[src/rtl/lcd_init_ctrl.sv]
// lcd_init_ctrl: power-on init sequencer and byte writer for a 4-bit HD44780-style LCD.
// Waits are timed by an external counter that is restarted through timer_clr.
module lcd_init_ctrl #(
  parameter int unsigned E_CYCLES   = 12,
  parameter int unsigned GAP_CYCLES = 50,
  parameter int unsigned PWR_MS     = 15
) (
  input  logic       clk,
  input  logic       reset,
  input  logic       time_1ms,
  input  logic       time_100us,
  input  logic       time_40us,
  output logic       timer_clr,
  input  logic       cmd_valid,
  input  logic       cmd_rs,
  input  logic [7:0] cmd_data,
  output logic       cmd_ready,
  output logic       init_done,
  output logic       lcd_e,
  output logic       lcd_rs,
  output logic       lcd_rw,
  output logic [3:0] lcd_d
);
  localparam int unsigned CNT_MAX  = (E_CYCLES > GAP_CYCLES) ? E_CYCLES : GAP_CYCLES;
  localparam int unsigned CW       = $clog2(CNT_MAX + 1);
  localparam int unsigned WAIT_MAX = (PWR_MS > 5) ? PWR_MS : 5;
  localparam int unsigned MW       = $clog2(WAIT_MAX + 1);
  localparam logic [3:0]  STEP_LAST = 4'd8;

  typedef enum logic [2:0] {PWR_WAIT, NIB_SETUP, NIB_E, NIB_HOLD, GAP, WAIT, IDLE} state_t;
  typedef enum logic [1:0] {SEL_1MS, SEL_100US, SEL_40US} sel_t;

  state_t        state, state_n;
  sel_t          wait_sel, wait_sel_n, item_sel;
  logic [1:0]    ign, ign_n;
  logic [MW-1:0] ms_cnt, ms_cnt_n, wait_num, wait_num_n, item_num;
  logic [CW-1:0] cnt, cnt_n;
  logic [3:0]    step, step_n;
  logic [7:0]    data, data_n, item_data;
  logic          rs, rs_n, is_byte, is_byte_n, lower, lower_n, done, done_n;
  logic          item_byte, clr, flag, nib_active, host_long;

  // Init script: what to write for each step and which wait follows it.
  // Single init nibbles are stored in the upper half of data and sent as an upper nibble.
  always_comb begin
    item_byte = 1'b1;
    item_data = 8'h00;
    item_sel  = SEL_40US;
    item_num  = MW'(1);
    case (step)
      4'd0: begin item_byte = 1'b0; item_data = 8'h30; item_sel = SEL_1MS; item_num = MW'(5); end
      4'd1: begin item_byte = 1'b0; item_data = 8'h30; item_sel = SEL_100US; end
      4'd2: begin item_byte = 1'b0; item_data = 8'h30; end
      4'd3: begin item_byte = 1'b0; item_data = 8'h20; end
      4'd4: item_data = 8'h28;
      4'd5: item_data = 8'h06;
      4'd6: item_data = 8'h0C;
      4'd7: begin item_data = 8'h01; item_sel = SEL_1MS; item_num = MW'(2); end
      default: ;
    endcase
  end

  // Select the counter flag the current wait is waiting for.
  always_comb begin
    case (wait_sel)
      SEL_1MS:   flag = time_1ms;
      SEL_100US: flag = time_100us;
      default:   flag = time_40us;
    endcase
  end

  assign host_long = !cmd_rs && (cmd_data == 8'h01 || cmd_data == 8'h02);

  // Next-state logic. In a wait, ign counts the clear cycle and the following
  // cycle, during which the (registered) counter flags are still stale.
  always_comb begin
    state_n    = state;
    ign_n      = ign;
    ms_cnt_n   = ms_cnt;
    wait_sel_n = wait_sel;
    wait_num_n = wait_num;
    cnt_n      = cnt;
    step_n     = step;
    data_n     = data;
    rs_n       = rs;
    is_byte_n  = is_byte;
    lower_n    = lower;
    done_n     = done;
    clr        = 1'b0;
    case (state)
      PWR_WAIT, WAIT: begin
        clr = (ign == 2'd0);
        if (ign != 2'd2) begin
          ign_n = ign + 2'd1;
        end else if (flag) begin
          ign_n = '0;
          if (ms_cnt != wait_num - MW'(1)) begin
            ms_cnt_n = ms_cnt + MW'(1);
          end else if (step == STEP_LAST) begin
            state_n = IDLE;
            done_n  = 1'b1;
          end else begin
            state_n    = NIB_SETUP;
            data_n     = item_data;
            rs_n       = 1'b0;
            is_byte_n  = item_byte;
            lower_n    = 1'b0;
            wait_sel_n = item_sel;
            wait_num_n = item_num;
            step_n     = step + 4'd1;
          end
        end
      end
      NIB_SETUP: begin
        state_n = NIB_E;
        cnt_n   = CW'(E_CYCLES - 1);
      end
      NIB_E: begin
        if (cnt == '0) state_n = NIB_HOLD;
        else cnt_n = cnt - CW'(1);
      end
      NIB_HOLD: begin
        if (is_byte && !lower) begin
          state_n = GAP;
          cnt_n   = CW'(GAP_CYCLES - 1);
        end else begin
          state_n  = WAIT;
          ign_n    = '0;
          ms_cnt_n = '0;
        end
      end
      GAP: begin
        if (cnt == '0) begin
          state_n = NIB_SETUP;
          lower_n = 1'b1;
        end else begin
          cnt_n = cnt - CW'(1);
        end
      end
      IDLE: begin
        if (cmd_valid) begin
          state_n    = NIB_SETUP;
          data_n     = cmd_data;
          rs_n       = cmd_rs;
          is_byte_n  = 1'b1;
          lower_n    = 1'b0;
          wait_sel_n = host_long ? SEL_1MS : SEL_40US;
          wait_num_n = host_long ? MW'(2) : MW'(1);
        end
      end
      default: state_n = PWR_WAIT;
    endcase
  end

  // State and datapath registers; reset restarts the power-on wait.
  always_ff @(posedge clk or posedge reset) begin
    if (reset) begin
      state    <= PWR_WAIT;
      wait_sel <= SEL_1MS;
      wait_num <= MW'(PWR_MS);
      ign      <= '0;
      ms_cnt   <= '0;
      cnt      <= '0;
      step     <= '0;
      data     <= '0;
      rs       <= 1'b0;
      is_byte  <= 1'b0;
      lower    <= 1'b0;
      done     <= 1'b0;
    end else begin
      state    <= state_n;
      wait_sel <= wait_sel_n;
      wait_num <= wait_num_n;
      ign      <= ign_n;
      ms_cnt   <= ms_cnt_n;
      cnt      <= cnt_n;
      step     <= step_n;
      data     <= data_n;
      rs       <= rs_n;
      is_byte  <= is_byte_n;
      lower    <= lower_n;
      done     <= done_n;
    end
  end

  assign nib_active = (state == NIB_SETUP) || (state == NIB_E) || (state == NIB_HOLD);
  assign lcd_e      = (state == NIB_E);
  assign lcd_d      = nib_active ? (lower ? data[3:0] : data[7:4]) : '0;
  assign lcd_rs     = nib_active & rs;
  assign lcd_rw     = 1'b0;
  assign cmd_ready  = (state == IDLE);
  assign init_done  = done;
  // Held low during reset so every output reads 0 while reset is asserted.
  assign timer_clr  = clr & ~reset;

endmodule
[config.mk]
export PLATFORM = sky130hd
export DESIGN_NAME = lcd_init_ctrl
export DESIGN_NICKNAME = d
export VERILOG_FILES = /design/src/rtl/lcd_init_ctrl.sv
export SDC_FILE = /design/constraint.sdc
export NUM_CORES = 1
export LEC_CHECK = 0
export ABC_CLOCK_PERIOD_IN_PS = 7220
export CAP_MARGIN = 10
export CORE_MARGIN = 4
export CORE_UTILIZATION = 30
export DETAILED_ROUTE_END_ITERATION = 10
export SYNTH_ARGS = -nofsm -noshare
export SYNTH_HDL_FRONTEND = slang
export SYNTH_SLANG_ARGS = --single-unit
[constraint.sdc]
create_clock -name clk -period 7.22 [get_ports clk]
set_input_delay 1.805 -clock clk [delete_from_list [all_inputs] [get_ports clk]]
set_output_delay 1.805 -clock clk [all_outputs]
set_load 0.02 [all_outputs]
# Word-level counts from Yosys, hierarchy flattened

Index checks and enable logic that the tools add are counted.

$add $sub $neg: 5
Multipliers: 0
Div/mod/pow operators: 0
Magnitude comparators: 0
Equality and inequality tests: 31
Shift-type cells: 0
Multiplexer cells: 64
Bitwise gates (word level): 6
Reductions and logical operators: 29

Operators by type and width:

| kind                                                | count |
|---|---|
| two-way mux 4 bit                                   | 11 |
| two-way mux 8 bit                                   | 5 |
| case mux 6 bit (6 select lines)                     | 1 |
| inequality test 2 bit, second input constant        | 11 |
| two-way mux 3 bit                                   | 7 |
| two-way mux 2 bit                                   | 10 |
| case mux 3 bit (6 select lines)                     | 1 |
| case mux 6 bit (3 select lines)                     | 1 |
| equality test 4 x 3 -> 1 bit, second input constant | 4 |
| case mux 4 bit (2 select lines)                     | 2 |
| case mux 8 bit (2 select lines)                     | 1 |
| two-way mux 1 bit                                   | 15 |
| AND reduction 5 bit                                 | 3 |
| two-way mux 6 bit                                   | 2 |
| case mux 2 bit (2 select lines)                     | 3 |
| AND reduction 6 bit                                 | 2 |
| equality test 3 bit, second input constant          | 3 |
| adder 4 x 1 -> 4 bit, second input constant         | 2 |
| equality test 4 x 2 -> 1 bit, second input constant | 2 |
| equality test 8 x 1 -> 1 bit, second input constant | 1 |
| equality test 8 x 2 -> 1 bit, second input constant | 1 |
| AND reduction 7 bit                                 | 1 |
| equality test 3 x 2 -> 1 bit, second input constant | 2 |
| zero test 6 bit                                     | 1 |
| other kinds (27)                                    | 43 |

Register bits after elaboration: 37
Latch bits: 0
Bits in writable memories: 0
Bits in read-only memories: 0
Bits of input ports: 15
Output and inout bits: 10
Logic and storage cells: 147
Memories: 0

# Logic depth before layout (Yosys ltp)

Word-level depth: 8
Depth in mapped cells: 8
Gate-level depth less buffers: 7

# Least setup slack after synthesis

Ideal clock, no wire load.

Kind: input-to-output
Start: input reset
End: output timer_clr
Data arrival time: 2.479 ns
Data required time: 5.415 ns
Slack: 2.936 ns
Cell stages on the path: 1
Path buffers: 0
Cell sequence: nor4_1

Cells in the longest elaborated chain, start to end: 2

RTL lines:

| item              | line | RTL |
|---|---|---|
| start, declared   | 9    | `input logic reset,` |
| NOT 1 bit         | 194  | `assign timer_clr = clr & ~reset;` |
| bitwise AND 1 bit | 194  |  |
| end, declared     | 13   | `output logic timer_clr,` |

Every way passes these cells.

# Worst setup path in the final report

Same ends and word-level chain as after synthesis.

==> results by group <==
Place
  • Pre-CTS WS: 2.332 ns
  • I/O Buffers: 23
  • Routability cong.: 0.8220
  • DP HPWL: 3852 µm

Global route
  • Gr ovfl total: 0
  • GRT Overall Usage: 11.23%
  • Largest net degree at the start of global routing: 38
  • Initial antenna violation count: 0
  • Number of global-route vias before repair: 1825
  • First-pass GRT wire length: 8838 µm

Worst setup path
  • Worst setup EP type: primary output
  • Critical path data arrival time: 3.09 ns
  • Setup CP Type: in2out
  • Worst path required time: 5.41 ns
  • Crit Path Max Fanout: 2
  • Startpoint Class: primary input

Final layout
  • Most common cell after layout, fill and taps aside: dfrtp_1
  • Multi-input logic area: 1325 µm²
  • FILL cells: 793
  • NumNets Final: 295
  • Most frequent cells in the layout: dfrtp_1, clkdlybuf4s50_1, nor2_1, nand2_1, o21ai_0
  • N_diodes: 0
  • Fin util: 36.30%
  • FF/Latch Area: 930.9 µm²
  • Synth-to-Final Area Change: 17.44%
  • Layout cell share with drive strength beyond 1: 11.68%

Yosys
  • Area share of fa/ha/maj cells after synthesis: 3.667%
  • Largest family of logic cells by synthesized area: simple AND/OR/NAND/NOR gates
  • Synth Area in Compound Gates: 16.66%
  • Syn Nets: 277
  • Mapped Cells: 255
  • Post-synth ARST share: 100.0%
  • Register bit total from synthesis: 37
  • Sequential area share after synthesis: 38.97%
  • EDFF count, synth: 0
  • Post-Syn Area: 2389 µm²
  • Avg Inst Size Synth: 9.367 µm²
  • Post-synthesis xor/xnor area fraction: 4.295%
  • Post-synth cell types: 51
  • Post-synthesis simple-gate area fraction: 20.38%
  • Synth warn: 0
  • Top_reg_cell synth: dfrtp_1
  • Mux cell area share after synthesis: 10.32%

Power
  • Clock share of power: 16.1%
  • Max VDD drop: 0.1688 mV
  • Internal: 0.6551 mW
  • Sw frac: 43.69%
  • Overall power: 1.163 mW
  • Pleak: 1.212 nW
  • Combinational power share: 49.7%
  • Flop pwr share: 34.1%
  • Switch Pwr: 0.5082 mW
  • Pwr dens: 414.7 nW/µm²

Timing
  • Final setup margin: 2.322 ns
  • Relative slew slack: 46.56%
  • Clk_skew: 0.003100 ns
  • # setup viols final: 0
  • F_max: 0.2042 GHz
  • Max-slew violation count: 0
  • Period utilization: 67.84%
  • RSZ-0062 raised after global routing: no
  • Setup_tns: 0 ns
  • Final Critical Period: 4.898 ns
  • Final Hold Viols: 0
  • Tightest Pin Transition: 0.7932 ns

Clock tree
  • CTS tree: done
  • # H-tree levels: 2
  • Worst-path clk slew: 0.07 ns
  • Clock Latency Late Sink: 0.29 ns
  • CTS Hold Bufs: 0
  • Clk sinks: 37
  • Resized Gates After CTS: 0
  • Root Driver: clkbuf_8
  • Clock Path Buffers: 2
  • Post-CTS Repair Setup Buffers: 0
  • Total CTS buffers: 5

Die
  • Core Area: 7727 µm²
  • Core Rows: 32
  • Starting Density: 30.91%
  • IO Count: 25
  • Die W: 97.23 µm
  • Die Y-Extent: 97.23 µm
  • DIE AREA: 9454 µm²

Drt
  • # DRC: 0
  • Initial DRT Pass Iterations: 4
  • Vias: 1865
  • Vias/cell: 4.960
  • Wire length per cell: 13.70 µm
  • Post-route ant nets: 0
  • Initial DRC Count: 114
  • Routed wire length: 5152 µm

Worst hold path
  • HP Class: reg2reg

Run
  • Max Cap Viol: 0

Run status
  • Run status: complete, no violations
[Yosys cell counts (all sizes together) (2+ instances only)]
cell type  instances  area, µm²
a211oi             4      30.03
a21o               2      15.01
a21oi              7      35.03
a22o               3      26.28
a22oi              3      55.05
a31oi              3      18.77
and3b              2      17.52
buf                4      35.02
clkbuf             9      33.78
dfrtp             33      825.8
dfstp              4      105.1
ha                 7      87.58
inv               17      63.81
mux2              10      116.4
mux2i             13      130.1
nand2             21      78.83
nand2b             6      37.54
nand3             10      50.05
nand4              5      31.28
nor2              21      78.83
nor2b              5      31.28
nor3              12      65.06
nor4               4      40.04
o211ai             2      15.01
o21ai             18      90.09
o31ai              3      22.52
or3                2      12.51
xnor2              6      52.55
xor2               4      50.05
[layout make-up]
| type | count | share of cell area, % |
|---|---|---|
| Clock buffer | 6 | 2.944 |
| Clock inverter | 2 | 1.338 |
| Inverter | 17 | 2.275 |
| Multi-Input combinational cell | 188 | 47.23 |
| Sequential cell | 37 | 33.18 |
| Tap cell | 102 | 4.549 |
| Timing Repair Buffer | 24 | 8.475 |
[through the flow]
stage / std cells / area, µm² / hold slack (ns)
after floorplan: 255 / 2389 / 0.4692
after global placement: 368 / 2685 / 0.4785
after detailed placement: 368 / 2685 / 0.4691
after CTS: 376 / 2805 / 0.5012
after global routing: 376 / 2805 / 0.5288
final: 376 / 2805 / 0.4914
[per-layer routing]
| metal | GRT usage, % | vias to the layer above | share of wire (%) |
|---|---|---|---|
| met2 | 18.74 | 27 | 49 |
| met3 | 1.508 | 9 | 2.3 |
| met5 | 0 | - | 0 |
| met4 | 4.473 | 0 | 2.3 |
| met1 | 14.71 | 888 | 47 |
| li1 | - | 941 | - |
[final timing paths]
| check | from | to | slack [ns] | cells past startpoint |
|---|---|---|---|---|
| setup reg to reg | wait_num[0] | data[1] | 4.47 | 7 |
| min in group asynchronous | reset | ign[0] | 1.96 | 3 |
| hold / removal | init_done | init_done | 0.49 | 1 |
| hold reg to reg | init_done | init_done | 0.49 | 1 |
| setup / recovery | reset | timer_clr | 2.32 | 3 |
| max in group asynchronous | reset | wait_num[3] | 4.91 | 3 |
[power by group through the flow]
stage          sequential (mW)  clock (mW)  combinational [mW]
5_1_grt                  0.412       0.202               0.652
6_report                 0.397       0.188               0.578
3_3_place_gp             0.399           0               0.572
3_5_place_dp             0.400           0               0.581
4_1_cts                  0.397       0.192               0.584
2_1_floorplan            0.345           0               0.503
[cell families (layout without fill, tap and decap cells)]
logic type,Yosys count,after routing
adders and majority gates,7,7
xor gates and xnor gates,10,10
DFF,37,37
other,1,1
AOI/OAI and AO/OA,55,55
muxes,23,23
buffers and inverters,30,49
and+or+nand+nor,92,92
[registers in the layout, summed over array words and instances, names as in the netlist]
register and count:
lower 1, rs 1, step 4, init_done 1, data 8, ms_cnt 4
cnt 6, wait_sel 2, wait_num 4, ign 2, is_byte 1, state 3
[worst max-delay path, stage by stage]
cell             delay, ns
clkdlybuf4s50_1       0.42
nor4_1                0.22
clkdlybuf4s50_1       0.65
(Power assumes the default switching activity.)
